==> src/rtl/lane_scatter8.sv <==
// lane_scatter8: serial-to-parallel loader for the 8-lane reduction datapath.
// Words arrive one per cycle and fill lanes a..h in order; a completed (or
// flushed) group is held on the outputs until the downstream consumes it.
// Unfilled lanes on flush are padded with PAD (all-ones keeps an AND neutral).
module lane_scatter8 #(
  parameter int unsigned          WIDTH = 8,
  parameter logic [WIDTH-1:0]     PAD   = '1
) (
  input  logic             clk,
  input  logic             rst,
  input  logic [WIDTH-1:0] in_data,
  input  logic             in_valid,
  output logic             in_ready,
  input  logic             flush,
  output logic [WIDTH-1:0] a,
  output logic [WIDTH-1:0] b,
  output logic [WIDTH-1:0] c,
  output logic [WIDTH-1:0] d,
  output logic [WIDTH-1:0] e,
  output logic [WIDTH-1:0] f,
  output logic [WIDTH-1:0] g,
  output logic [WIDTH-1:0] h,
  output logic             out_valid,
  input  logic             out_ready,
  output logic [3:0]       count
);

  typedef enum logic {
    FILL = 1'b0,
    HOLD = 1'b1
  } state_t;

  state_t           state_q, state_d;
  logic [2:0]       idx_q, idx_d;
  logic [3:0]       count_q, count_d;
  logic             in_ready_q, in_ready_d;
  logic             out_valid_q, out_valid_d;
  logic [WIDTH-1:0] lane_q [8];
  logic [WIDTH-1:0] lane_d [8];
  logic             accept;
  int unsigned      idx_i;

  // Next-state: fill lanes in order, close on 8th word or flush, hold until consumed.
  always_comb begin
    state_d = state_q;
    idx_d   = idx_q;
    count_d = count_q;
    lane_d  = lane_q;
    accept  = 1'b0;
    idx_i   = 32'(idx_q);

    unique case (state_q)
      FILL: begin
        accept = in_valid & in_ready_q;
        if (accept) begin
          lane_d[idx_q] = in_data;
          idx_d         = idx_q + 3'd1;
          count_d       = count_q + 4'd1;
          if (idx_q == 3'd7) begin
            state_d = HOLD;
          end else if (flush) begin
            // The word accepted this cycle is kept; only lanes after it are padded.
            for (int unsigned i = 0; i < 8; i++) begin
              if (i > idx_i) lane_d[i] = PAD;
            end
            state_d = HOLD;
          end
        end else if (flush && (idx_q != 3'd0)) begin
          for (int unsigned i = 0; i < 8; i++) begin
            if (i >= idx_i) lane_d[i] = PAD;
          end
          state_d = HOLD;
        end
      end
      HOLD: begin
        if (out_ready) begin
          state_d = FILL;
          idx_d   = 3'd0;
          count_d = 4'd0;
        end
      end
      default: state_d = FILL;
    endcase

    // Handshake flags are registered from the next state so they never glitch.
    in_ready_d  = (state_d == FILL);
    out_valid_d = (state_d == HOLD);
  end

  // State, lane and handshake registers with asynchronous reset.
  always_ff @(posedge clk or posedge rst) begin
    if (rst) begin
      state_q     <= FILL;
      idx_q       <= '0;
      count_q     <= '0;
      in_ready_q  <= 1'b0;
      out_valid_q <= 1'b0;
      lane_q      <= '{default: '0};
    end else begin
      state_q     <= state_d;
      idx_q       <= idx_d;
      count_q     <= count_d;
      in_ready_q  <= in_ready_d;
      out_valid_q <= out_valid_d;
      lane_q      <= lane_d;
    end
  end

  assign in_ready  = in_ready_q;
  assign out_valid = out_valid_q;
  assign count     = count_q;
  assign a = lane_q[0];
  assign b = lane_q[1];
  assign c = lane_q[2];
  assign d = lane_q[3];
  assign e = lane_q[4];
  assign f = lane_q[5];
  assign g = lane_q[6];
  assign h = lane_q[7];

endmodule

==> config.mk <==
export PLATFORM = sky130hd
export DESIGN_NAME = lane_scatter8
export DESIGN_NICKNAME = d
export VERILOG_FILES = /design/src/rtl/lane_scatter8.sv
export SDC_FILE = /design/constraint.sdc
export NUM_CORES = 1
export LEC_CHECK = 0
export CAP_MARGIN = 0
export CELL_PAD_IN_SITES_DETAIL_PLACEMENT = 1
export CELL_PAD_IN_SITES_GLOBAL_PLACEMENT = 1
export CORE_MARGIN = 4
export CORE_UTILIZATION = 38
export CTS_CLUSTER_DIAMETER = 40
export DETAILED_ROUTE_END_ITERATION = 10
export GPL_TIMING_DRIVEN = 0
export PLACE_DENSITY = 0.82
export SLEW_MARGIN = 20
export SYNTH_ARGS = -nofsm -noshare
export SYNTH_HDL_FRONTEND = slang
export SYNTH_SLANG_ARGS = --single-unit
==> constraint.sdc <==
create_clock -name clk -period 2.79 [get_ports clk]
set_input_delay 0.558 -clock clk [delete_from_list [all_inputs] [get_ports clk]]
set_output_delay 0.558 -clock clk [all_outputs]
set_load 0.02 [all_outputs]
Word level (Yosys, flattened, before mapping)
Cells that the tools add are included.
{ "op_classes": {"n_eq_ne": 3, "reduce_logical": 20, "order_cmp": 16, "muxes": 33, "bitwise_logic": 4, "n_addsub": 2} }
{ "op_table": {"columns": ["op", "n"], "rows": [
  ["64-bit two-way mux", 2],
  ["8-bit two-way mux", 15],
  ["56-bit two-way mux", 2],
  ["64-bit bitwise mux", 1],
  ["8-bit demux with 3-bit select", 1],
  ["3-bit AND reduction", 7],
  ["2-bit nonzero test", 8],
  ["3-bit > comparator, first input constant", 4],
  ["3-bit greater-or-equal comparator, first input constant", 3],
  ["4-bit two-way mux", 2],
  ["4-bit one-hot mux with 2 select lines", 1],
  ["1-bit by 3-bit greater-or-equal comparator with 1-bit output, first input constant", 2],
  ["2-bit by 3-bit greater-or-equal comparator with 1-bit output, first input constant", 2],
  ["2-bit by 3-bit > comparator with 1-bit output, first input constant", 2],
  ["3-bit two-way mux", 2],
  ["3-bit one-hot mux with 2 select lines", 1],
  ["1-bit two-way mux", 5],
  ["4-bit by 1-bit adder with 4-bit output, second input constant", 1],
  ["4-bit greater-or-equal comparator, second input constant", 1],
  ["4-bit by 1-bit < comparator with 1-bit output, second input constant", 1],
  ["2-bit inequality test, second input constant", 2],
  ["3-bit NOT with 4-bit output", 1],
  ["2-bit AND reduction", 2],
  ["3-bit by 1-bit adder with 3-bit output, second input constant", 1],
  ["7 further kinds", 9]
]} }
{ "word_totals": {"inputBits": 13, "word_cells": 90, "register_bits": 73, "output_inout_bits": 70} }

Longest topological paths before layout
{ "depth": {"ltp_word": 10, "depth_mapped": 6, "depth_no_buf": 6} }

Worst setup path before layout
No wires, ideal clock.
{ "synth_timing": {"path_kind": "register -> register", "startpoint": "register idx_q[0]", "endpoint": "register lane_q, in the netlist c[0]", "synth_period_minus_slack_ns": 1.668, "t_arrival_ns": 1.526, "n_path_buf": 0, "setup_time_ns": 0.142, "path_stages_with_launch": 7, "slack_ns": 1.122, "required_ns": 2.648, "path_cell_list": "dfrtp_1 inv_2 ha_1 nor2b_1 o2111ai_4 mux2i_1 nand2_1"} }
{ "synth_via": {"elab_chain_cells": 10, "elab_cells_between_ends": 19, "classes_between": "4 x order compare; 1 x eq/ne; 7 x mux; 1 x bitwise; 6 x reduce/logical"} }
{ "synth_lines": {"columns": ["item", "line", "source"], "rows": [
  ["from (decl)", "34", "logic [2:0] idx_q, idx_d;"],
  ["from (signal assigned)", "101", "idx_q <= idx_d;"],
  ["3-bit NOT with 4-bit output (implied by the code)", "56", "lane_d[idx_q] = in_data;"],
  ["4-bit greater-or-equal comparator (implied by the code) or 4-bit by 1-bit < comparator with 1-bit output (tied branches)", "56", null],
  ["1-bit logical AND (implied by the code)", "56", null],
  ["8-bit two-way mux (implied by the code)", "56", null],
  ["8-bit demux with 3-bit select", "56", null],
  ["64-bit bitwise mux", "56", null],
  ["8-bit two-way mux", "64", "if (i > idx_i) lane_d[i] = PAD;"],
  ["56-bit two-way mux", "61", "end else if (flush) begin"],
  ["56-bit two-way mux", "59", "if (idx_q == 3'd7) begin"],
  ["64-bit two-way mux", "55", "if (accept) begin"],
  ["to (signal assigned)", "105", "lane_q <= lane_d;"],
  ["to (decl)", "38", "logic [WIDTH-1:0] lane_q [8];"]
]} }
Several ways; a longest one is shown, not always the timed one.
A chain may end at the register's enable or synchronous reset.

Worst setup path in the final report
{ "layout_timing": {"startpoint": "input in_valid", "endpoint": "register lane_q, in the netlist f[4]"} }
{ "layout_via": {"elab_chain_cells": 3, "elab_cells_between_ends": 5, "classes_between": "1 x mux; 1 x bitwise; 3 x reduce/logical"} }
{ "layout_lines": {"columns": ["item", "line", "source"], "rows": [
  ["from (decl)", "12", "input logic in_valid,"],
  ["1-bit AND *", "54", "accept = in_valid & in_ready_q;"],
  ["2-bit nonzero test (no line)", null, null],
  ["3-bit AND reduction (no line)", null, null]
]} }
Mark *: on every way between the ends. The rest lies on a longest branch, timed or not.

==> results by stage <==
Outcome:
- The run finished with clean final reports.

Route:
- For this run, design rule violations remaining after detail routing come to 0.
- In the final routed layout, each cell accounts on average for 17.8 um.
- The sum of routed wire length over all layers is 8.85 mm.
- The iteration count of the initial detailed-routing pass is 4.
- The via density per instance is 5.13.
- The detail route stage leaves a number of antenna-violating nets equal to 0.
- The total vias in the final route is 2,546.
- The first routing iteration left 73 violations.

Place:
- The HPWL after detailed placement is between 6 and 7 mm.
- The port buffer count is 74.
- Routability-driven placement finished with a final weighted congestion of 0.850.
- The worst setup slack before clock tree synthesis is 0.390 ns.

STA:
- The number of failing setup endpoints in the final timing report is 0.
- Setup slack on the critical path of the routed design comes to 0.757 ns.
- The clock period could shrink to 2.03 ns.
- The hold violation total from the final report came to 0.
- The worst setup skew after layout is 0.00756 ns.
- The relative slew slack is 58.9%.
- The number of pins with negative max-slew slack in the final report was 0.
- The worst path uses 72.9% of the clock period.
- The achievable frequency is between 0.4 and 0.5 GHz.
- The actual transition at the worst max-transition pin is 0.613 ns.
- Setup repair after global routing left no endpoint under its margin.

Pwr:
- The analysis attributes to cell leakage a power of ~2 nW.
- The power per cell area is 979 nW/um^2.
- Across the VDD grid, the largest voltage drop is between 0.0003 and 0.0004 V.

Clock tree:
- The cell at the root of the clock tree is sky130_fd_sc_hd__clkbuf_8.
- Gates resized during post-CTS repair numbered 0.
- The number of setup buffers added after CTS is 0.
- The clock latency of the later-clocked register in the worst-skew pair is 0.35 ns.
- The deepest level of the CTS H-tree is 3.
- The number of buffers inserted during clock tree synthesis is 9.
- The maximum clock insertion buffer count is 2.
- The clock input transition at the sequential cells of the worst setup and hold paths is 0.08 ns.
- For this design, the sink count on the clock tree is 73.
- The total of hold buffers inserted after clock tree synthesis is 0.
- The TritonCTS clock tree is done.

Yosys:
- Counting flops and latches in the post-synthesis netlist gives 73.
- The number of unique standard cell types used by synthesis is a little over 40.
- The synthesized area is 3400 sq um.
- The mean post-synth cell area is 11.4 sq um.
- After technology mapping, the gate count stands at 297.
- The Yosys step of the flow raised 0 warnings.
- The sequential cell area fraction in the yosys report is 53.8%.
- The number of nets handed over by synthesis was ~320.

Worst setup path:
- Along the worst path, the maximum fanout reaches 10.
- The required time of the critical path is around 3.0 ns.
- The critical path is of the input pin to flop type.
- The data arrival time of the worst path is 2.25 ns.
- The startpoint type of the worst setup path is an input pin.
- The worst setup path is captured at a flop.

Finish:
- For this run, the share of the core covered by cells in the final layout is 52.0%.
- The combined area of the multi-input logic cells is ~1400 sq um.
- 0 antenna diodes ended up in the layout.
- The number of fillers in the final layout is 930.
- The post-layout net count is 401.
- Cells with a size suffix above 1 make up about a tenth of the layout.
- Compared with the post-synthesis result, the final layout area differs by 33.6%.
- The area taken by flip-flops and latches is 1830 sq um.

Global route:
- Entering global routing, the biggest net connects between 40 and 50 pins.
- The number of global-route vias before repair is 2,713.
- The total congestion overflow is 0.
- The total global routing track utilization is 18.1%.
- The initial antenna violation count came to 0.
- The first global-routing pass estimated 14.5 mm of wire.

Floorplanning:
- The die outline area is 10,500 sq um.
- The floorplan has 34 rows.
- From left edge to right edge, the die measures 103 um.
- The vertical die dimension is 103 um.
- The floorplan step defined a core boundary enclosing 8720 sq um.
- The number of top-level pins is 83.
- The initial utilization of the core area, before any placement, comes to 38.9%.

Job:
- Max-cap violations in this run came to 0.

Worst hold path:
- The path class of the tightest hold or removal check is flop to flop.
==> registers in the layout, indices dropped and copies added (netlist names), 4 cells and up <==
name   flops
count      4
e          8
h          8
a          8
d          8
g          8
f          8
b          8
c          8
==> worst max-delay path, stage by stage <==
cell and delay [ns]:
sky130_fd_sc_hd__clkdlybuf4s50_1 0.57, sky130_fd_sc_hd__and2_1 0.29, sky130_fd_sc_hd__buf_4 0.24, sky130_fd_sc_hd__a21oi_1 0.10, sky130_fd_sc_hd__o211ai_2 0.37, sky130_fd_sc_hd__nand2_1 0.11
==> cell usage after synthesis, drive strengths merged <==
cell type / instances / area (sq um)
dfrtp: 73 / 1830
nand2: 57 / 214
mux2i: 56 / 561
buf: 15 / 101
a21oi: 12 / 63.8
inv: 12 / 45.0
nor2: 12 / 45.0
o21ai: 9 / 56.3
o2bb2ai: 8 / 70.1
ha: 5 / 62.6
nand2b: 4 / 27.5
a22o: 3 / 26.3
nand3: 3 / 20.0
nor2b: 3 / 18.8
nor3: 3 / 31.3
o211ai: 3 / 32.5
or4: 3 / 22.5
and2: 2 / 12.5
clkbuf: 2 / 7.51
o2111ai: 2 / 52.6
a211o: 1 / 8.76
a21o: 1 / 7.51
mux2: 1 / 11.3
nand3b: 1 / 7.51
nor4: 1 / 6.26
o21a: 1 / 7.51
o22ai: 1 / 6.26
o31ai: 1 / 7.51
o41ai: 1 / 27.5
xnor2: 1 / 8.76
==> per-layer routing <==
metal	up-vias	global-route usage (%)	share of wire [%]
met2	58	29.3	49
met3	5	3.25	3.4
met4	0	6.05	1.2
li1	1190	-	-
met5	-	0	0
met1	1293	24.7	46
==> report_power, final <==
part	switching, W	internal [W]	total, W
clock	0.000391	0.000617	0.00101
sequential	0.000181	0.00131	0.00149
combinational	0.00112	0.000819	0.00194
total	0.00169	0.00275	0.00444
==> worst paths after layout <==
kind                           from       end  slack [ns]  cells after the start
setup / recovery           in_valid      f[4]        0.76                      6
hold reg to reg                b[0]      b[0]        0.50                      1
min in group asynchronous       rst  count[0]        0.57                      2
max in group asynchronous       rst      f[3]        1.65                      3
setup reg to reg           idx_q[1]      a[7]        0.89                      6
hold / removal                 b[0]      b[0]        0.50                      1
==> layout by cell type (no fill, tap or decap), drive strengths merged <==
cell type | synthesis | layout
buf | 15 | 16
inv | 12 | 12
o2bb2ai | 8 | 8
mux2i | 56 | 56
mux2 | 1 | 1
nand2 | 57 | 57
nand2b | 4 | 4
nor4 | 1 | 1
o21ai | 9 | 9
o21a | 1 | 1
clkinv | 0 | 1
xnor2 | 1 | 1
nor3 | 3 | 3
or4 | 3 | 3
clkinvlp | 0 | 1
a211o | 1 | 1
nand3b | 1 | 1
and2 | 2 | 2
bufinv | 0 | 3
o31ai | 1 | 1
clkbuf | 2 | 13
nor2b | 3 | 3
nor2 | 12 | 12
ha | 5 | 5
dfrtp | 73 | 73
a21oi | 12 | 12
a22o | 3 | 3
clkdlybuf4s50 | 0 | 74
a21o | 1 | 1
o41ai | 1 | 1
o2111ai | 2 | 2
o211ai | 3 | 3
o22ai | 1 | 1
nand3 | 3 | 3
==> final cells by class <==
| type | count | share of cell area (%) |
|---|---|---|
| Clock inverter | 5 | 2.26 |
| Inverter | 12 | 1.05 |
| Multi-Input combinational cell | 195 | 31.2 |
| Timing Repair Buffer | 75 | 16.8 |
| Sequential cell | 73 | 40.3 |
| Tap cell | 108 | 2.98 |
| Clock buffer | 11 | 3.12 |
| Buffer | 17 | 2.40 |
==> cells by family after synthesis <==
logic type      synth area share, %
mux                            16.8
fa+ha+maj                      1.84
xor+xnor                      0.258
flops                          53.8
compound gates                 10.8
buf+inv                        4.53
simple gates                   11.9
==> per-stage QoR <==
stage | hold slack [ns] | std cells | TNS, ns | cell area (sq um) | power [W]
floorplan | 0.596 | 297 | 0 | 3400 | 0.00270
global placement | 0.483 | 479 | -58.88 | 4270 | 0.00341
detailed placement | 0.482 | 480 | 0 | 4290 | 0.00347
CTS | 0.508 | 496 | 0 | 4540 | 0.00450
global route | 0.530 | 496 | 0 | 4540 | 0.00474
finish | 0.502 | 496 | 0 | 4540 | 0.00444
No activity file was read; power rests on OpenSTA's default activity.
==> edit 1 (config.mk and constraints unchanged) <==
`WIDTH`: 8 -> 12.
--- a/src/rtl/lane_scatter8.sv
+++ b/src/rtl/lane_scatter8.sv
@@ -3,7 +3,7 @@
 // flushed) group is held on the outputs until the downstream consumes it.
 // Unfilled lanes on flush are padded with PAD (all-ones keeps an AND neutral).
 module lane_scatter8 #(
-  parameter int unsigned          WIDTH = 8,
+  parameter int unsigned          WIDTH = 12,
   parameter logic [WIDTH-1:0]     PAD   = '1
 ) (
   input  logic             clk,
Interface: changed (9 resized); port bits go from 83 to 119. No check against the original RTL was run, so the function may have changed too.
==> edit 1 against the original RTL <==
- total power increased by 42%
- wire length increased by 62%
- sequential power increased by 48%
- synthesized area increased by 37%
- setup slack got worse by 0.21 ns
- sequential cell count increased by 32
- combinational power increased by 45%
- via count increased by 50%
- cell area increased by 39%
- hold slack got worse by 0.0070 ns
- sequential share of layout area increased by 1.5 points
- critical endpoint is now g[4]
- largest cell class unchanged
- highest routed layer unchanged
==> edit 1: results (changes against the original RTL) <==
cts_buffers: 9  # unchanged
netlist_top_cells_area: "dfrtp_1 57%, mux2i_1 11%, nand2_1 7.7%"
antenna_cells: 0  # unchanged
antenna_found_initial: 0  # unchanged
fin_nets: 593  # +48%
cap_viol_max_count: 0  # unchanged
htreeDepth: 3  # unchanged
drtIter0Drc: 251  # +240%
status: "completed"
yosysUniqueCellTypes: 37  # -9.8%
fin_worst_skew_ns: 0.00689  # -0.000666 ns
use_met3_pct: 4.35  # +1.1 points
syn-num-nets: 472  # +50%
use_met1_pct: 25.4  # +0.71 points
worstPathMaxFanout: 10  # unchanged
cts_resized: 0  # unchanged
crit_arrival_ns: 2.46  # +0.21 ns
clk_path_buf_depth: 2  # unchanged
worst_slew_pin_slew_ns: 0.732  # +0.119 ns
post-place-ws_ns: 0.119  # -0.271 ns
post-route-util_pct: 52.6  # +0.60 points
p_leak_uw: 0.00285  # +40%
via_per_inst: 5.27  # +2.7%
dpl.hpwl_mm: 10.5  # +67%
grt_usage_pct: 20.9  # +2.7 points
grt_use_met2_pct: 36.7  # +7.3 points
io_buffers: 106  # +43%
wl_per_cell_um: 19.8  # +11%
cts.clk_slew.worst_paths_ns: 0.08  # about the same
hp-class: "reg2reg"
ir_worst_vdd_v: 0.000438  # +13%
grt_pass1_wl_mm: 23.3  # +61%
cts_setup_buffers: 0  # unchanged
globalplace.congestion: 0.833  # -2.0%
synth_ff_type: "dfrtp_1"
layout-drive-gt1-share_pct: 6.42  # -3.1 points
grt_start_max_net_pins: 30  # -33%
ys_async_sr_fraction_pct: 100  # unchanged
first_pass_iters: 4  # unchanged
cts-root-buf: "clkbuf_16"
clkLatencyLatePin_ns: 0.35  # about the same
layout_commonest_cell: "clkdlybuf4s50_1"
ys_seq_area_share_pct: 56.6  # +2.8 points
synthTopCellsByCount: "105 x dfrtp_1, 95 x nand2_1, 50 x mux2i_1, 28 x clkbuf_1, 28 x nand3_1"
ys_warn_count: 0  # unchanged
grt_pass1_vias: 4289  # +58%
edit 1: path summary, 6_finish.rpt:
kind                          start    to  slack [ns]  depth (start not counted)
hold reg to reg                c[4]  c[4]        0.49                          1
setup reg to reg           idx_q[0]  a[6]        0.58                          7
min in group asynchronous       rst  h[3]        0.58                          2
hold / removal                 c[4]  c[4]        0.49                          1
max in group asynchronous       rst  d[9]        1.35                          5
setup / recovery           in_valid  g[4]        0.54                          7
edit 1: logic make-up after synthesis:
family | synth area share, %
muxes | 10.8
AOI/OAI and AO/OA | 10.9
DFF | 56.6
buffers and inverters | 5.37
adders and majority gates | 1.35
and+or+nand+nor | 14.6
xor gates and xnor gates | 0.378
edit 1: final cells by class:
class,instances,area (µm²)
Fill cell,1332,5670
Buffer,41,185
Tap cell,147,184
Timing Repair Buffer,110,1160
Multi-Input combinational cell,287,1760
Inverter,17,67.6
Clock buffer,9,225
Clock inverter,7,78.8
Sequential cell,105,2630
edit 1: per-stage QoR:
stage | TNS (ns) | hold WS [ns] | instance area [µm²] | cells | total power (µW)
after floorplan | 0 | 0.592 | 4640 | 450 | 3820
after global placement | -6.73 | 0.469 | 5890 | 703 | 4920
after detailed placement | 0 | 0.473 | 5990 | 707 | 5060
after CTS | 0 | 0.499 | 6300 | 723 | 6370
after global routing | 0 | 0.506 | 6300 | 723 | 6720
final | 0 | 0.495 | 6300 | 723 | 6320
edit 1: worst max-delay path, cell delays in order:
cell and delay, ns:
clkdlybuf4s50_1 0.52, and2_1 0.25, buf_2 0.27, mux2i_1 0.11, o211ai_1 0.27, clkbuf_1 0.37, nand2_1 0.11
edit 1: metal layers:
layer | part of all wire (%) | up-vias
li1 | - | 1765
met5 | 0 | -
met2 | 50 | 96
met4 | 2.1 | 0
met3 | 4.8 | 20
met1 | 43 | 1932
edit 1: where the power goes:
group / switching (µW) / total, µW / internal [µW]
Combinational: 1630 / 2820 / 1190
Clock: 593 / 1300 / 706
Sequential: 280 / 2200 / 1920
Total: 2500 / 6320 / 3820
==> edit 2 (config.mk and constraints unchanged) <==
Without the edit above. Reset style: synchronous (`rst`), changed in one clocked block. Comments in the files are not updated.
--- a/src/rtl/lane_scatter8.sv
+++ b/src/rtl/lane_scatter8.sv
@@ -88,7 +88,7 @@
   end
 
   // State, lane and handshake registers with asynchronous reset.
-  always_ff @(posedge clk or posedge rst) begin
+  always_ff @(posedge clk) begin
     if (rst) begin
       state_q     <= FILL;
       idx_q       <= '0;
Check against the original RTL: differs if rst is asserted again (counterexample within 4 cycles, from zero or initial values and one cycle with rst high); with rst held inactive, the same outputs for 4 cycles.
==> edit 2 against the original RTL <==
- count of clock-buffer cells in the layout shrank 2
- wire length grew 16%
- sequential share of layout area shrank 8.1 points
- non-clock buffer count grew 13
- hold slack lost 0.032 ns
- final cell count grew 7.9%
- register-to-register slack lost 0.65 ns
- synthesized area shrank 0.29%
- die area shrank 0.27%
- cell area grew 0.11%
- setup slack lost 0.52 ns
- sequential cell count is the same
Power is not compared: it rests on default switching activity, and its combinational part moved more than twofold at a synthesized area within 25%.
==> edit 2: results (changes against the original RTL) <==
fin_nets: 440  # +9.7%
ys_async_sr_fraction_pct: 0  # -100 points
place_area_mm2: 0.00434  # +1.1%
worstPathMaxFanout: 11  # +1
dpl.hpwl_mm: 7.51  # +20%
synth_xor_area_share_pct: 0  # -0.26 points
crit_arrival_ns: 2.82  # +0.57 ns
grt_pass1_vias: 3076  # +13%
netlist_top_cells_area: "dfxtp_1 43%, a21oi_1 5.9%, mux2i_1 4.7%"
syn-num-nets: 347  # +10%
io_buffers: 82  # +11%
clkLatencyLatePin_ns: 0.36
globalplace.congestion: 0.829  # -2.5%
cts_buffers: 9  # unchanged
reg2reg_slack_ns: 0.24  # -0.65 ns
grt-ovfl-total: 0  # unchanged
synthTopCellsByCount: "73 x dfxtp_1, 40 x a21oi_1, 25 x nor2_1, 18 x inv_1, 18 x o21ai_0"
synth_compound_area_share_pct: 33.3  # +22 points
p_leak_uw: 0.00175
ys_warn_count: 0  # unchanged
htreeDepth: 3  # unchanged
clk_path_buf_depth: 2  # unchanged
grt_pass1_wl_mm: 16.3  # +13%
dr_total_vias: 2923  # +15%
synthMuxAreaShare_pct: 4.73  # -12 points
cts_resized: 0  # unchanged
netlist_area_mm2: 0.00339  # -0.29%
antenna_found_initial: 0  # unchanged
ys_seq_area_share_pct: 43.2  # -11 points
cts-root-buf: "clkbuf_8"
regToRegStartpoint: "idx_q[0]"
status: "completed"
fin_worst_skew_ns: 0.0113  # +0.00371 ns
synthAdderAreaFrac_pct: 1.85  # +0.0054 points
hp-class: "reg2reg"
post-place-ws_ns: 0.226  # -0.164 ns
reg2reg_depth: 9  # +3
worst_slew_pin_slew_ns: 0.833  # +0.220 ns
via_per_inst: 5.46  # +6.4%
place_inst: 519  # +8.1%
antenna_cells: 0  # unchanged
ir_worst_vdd_v: 0.000399
yosysUniqueCellTypes: 52  # +27%
path_class: "reg2reg"
layout-drive-gt1-share_pct: 17.6  # +8.0 points
first_pass_iters: 5  # +1
grt_start_max_net_pins: 15  # -67%
grt_usage_pct: 20.3  # +2.1 points
min_period_ns: 2.55  # +0.516 ns
wl_mm: 10.3  # +16%
cp-endpoint: "g[0]"
cts_setup_buffers: 0  # unchanged
grt_use_met2_pct: 34.3  # +5.0 points
use_met1_pct: 25.1  # +0.44 points
drtIter0Drc: 82  # +12%
use_met3_pct: 5.53  # +2.3 points
syn_inst: 329  # +11%
-- edit 2: changes by cell type in the layout (fill, tap and decap cells not counted), sizes merged, moves of 5 or more --
cell / unedited run / this run
dfrtp: 73 / 0
dfxtp: 0 / 73
nand2: 57 / 7
mux2i: 56 / 16
a21oi: 12 / 44
o21ai: 9 / 28
nor2: 12 / 25
a311oi: 0 / 9
a211oi: 0 / 8
a221o: 0 / 8
clkdlybuf4s50: 74 / 82
inv: 12 / 20
a22o: 3 / 8
o211ai: 3 / 8
-- edit 2: worst max-delay path, cell delays in order, from the launching register on --
cell and delay (ns):
dfxtp_1 0.35, buf_6 0.14, buf_6 0.16, inv_1 0.07, clkbuf_1 0.23, ha_1 0.30, a21o_1 0.20, o2111ai_1 0.67
nor2_1 0.14, a211oi_2 0.21
-- edit 2: layout make-up --
cell class | count | area, µm²
clock inverters | 7 | 77.6
fillers | 990 | 4140
repair buffers | 82 | 821
multi-input cells | 215 | 1700
plain buffers | 23 | 153
flip-flops and latches | 73 | 1460
clock buffers | 9 | 124
well taps | 108 | 135
inverters | 18 | 67.6
-- edit 2: worst min-delay path by stage --
| stage | slack [ns] | to | from | cells past startpoint |
|---|---|---|---|---|
| 2_1_floorplan | 0.54 | g[0] | g[0] | 2 |
| 3_3_place_gp | 0.45 | g[1] | g[1] | 2 |
| 3_5_place_dp | 0.46 | e[6] | e[6] | 1 |
| 4_1_cts | 0.48 | g[6] | g[6] | 2 |
| 5_1_grt | 0.49 | e[4] | e[4] | 1 |
| 6_report | 0.47 | g[6] | g[6] | 2 |
-- edit 2: layer usage --
layer	vias to the layer above	part of all wire [%]
li1	1412	-
met1	1426	45
met2	71	49
met3	14	4.9
met4	0	1.7
met5	-	0
-- edit 2: power breakdown --
group	switching (µW)	internal, µW
Combinational	406	337
Sequential	71.1	1160
Clock	434	420
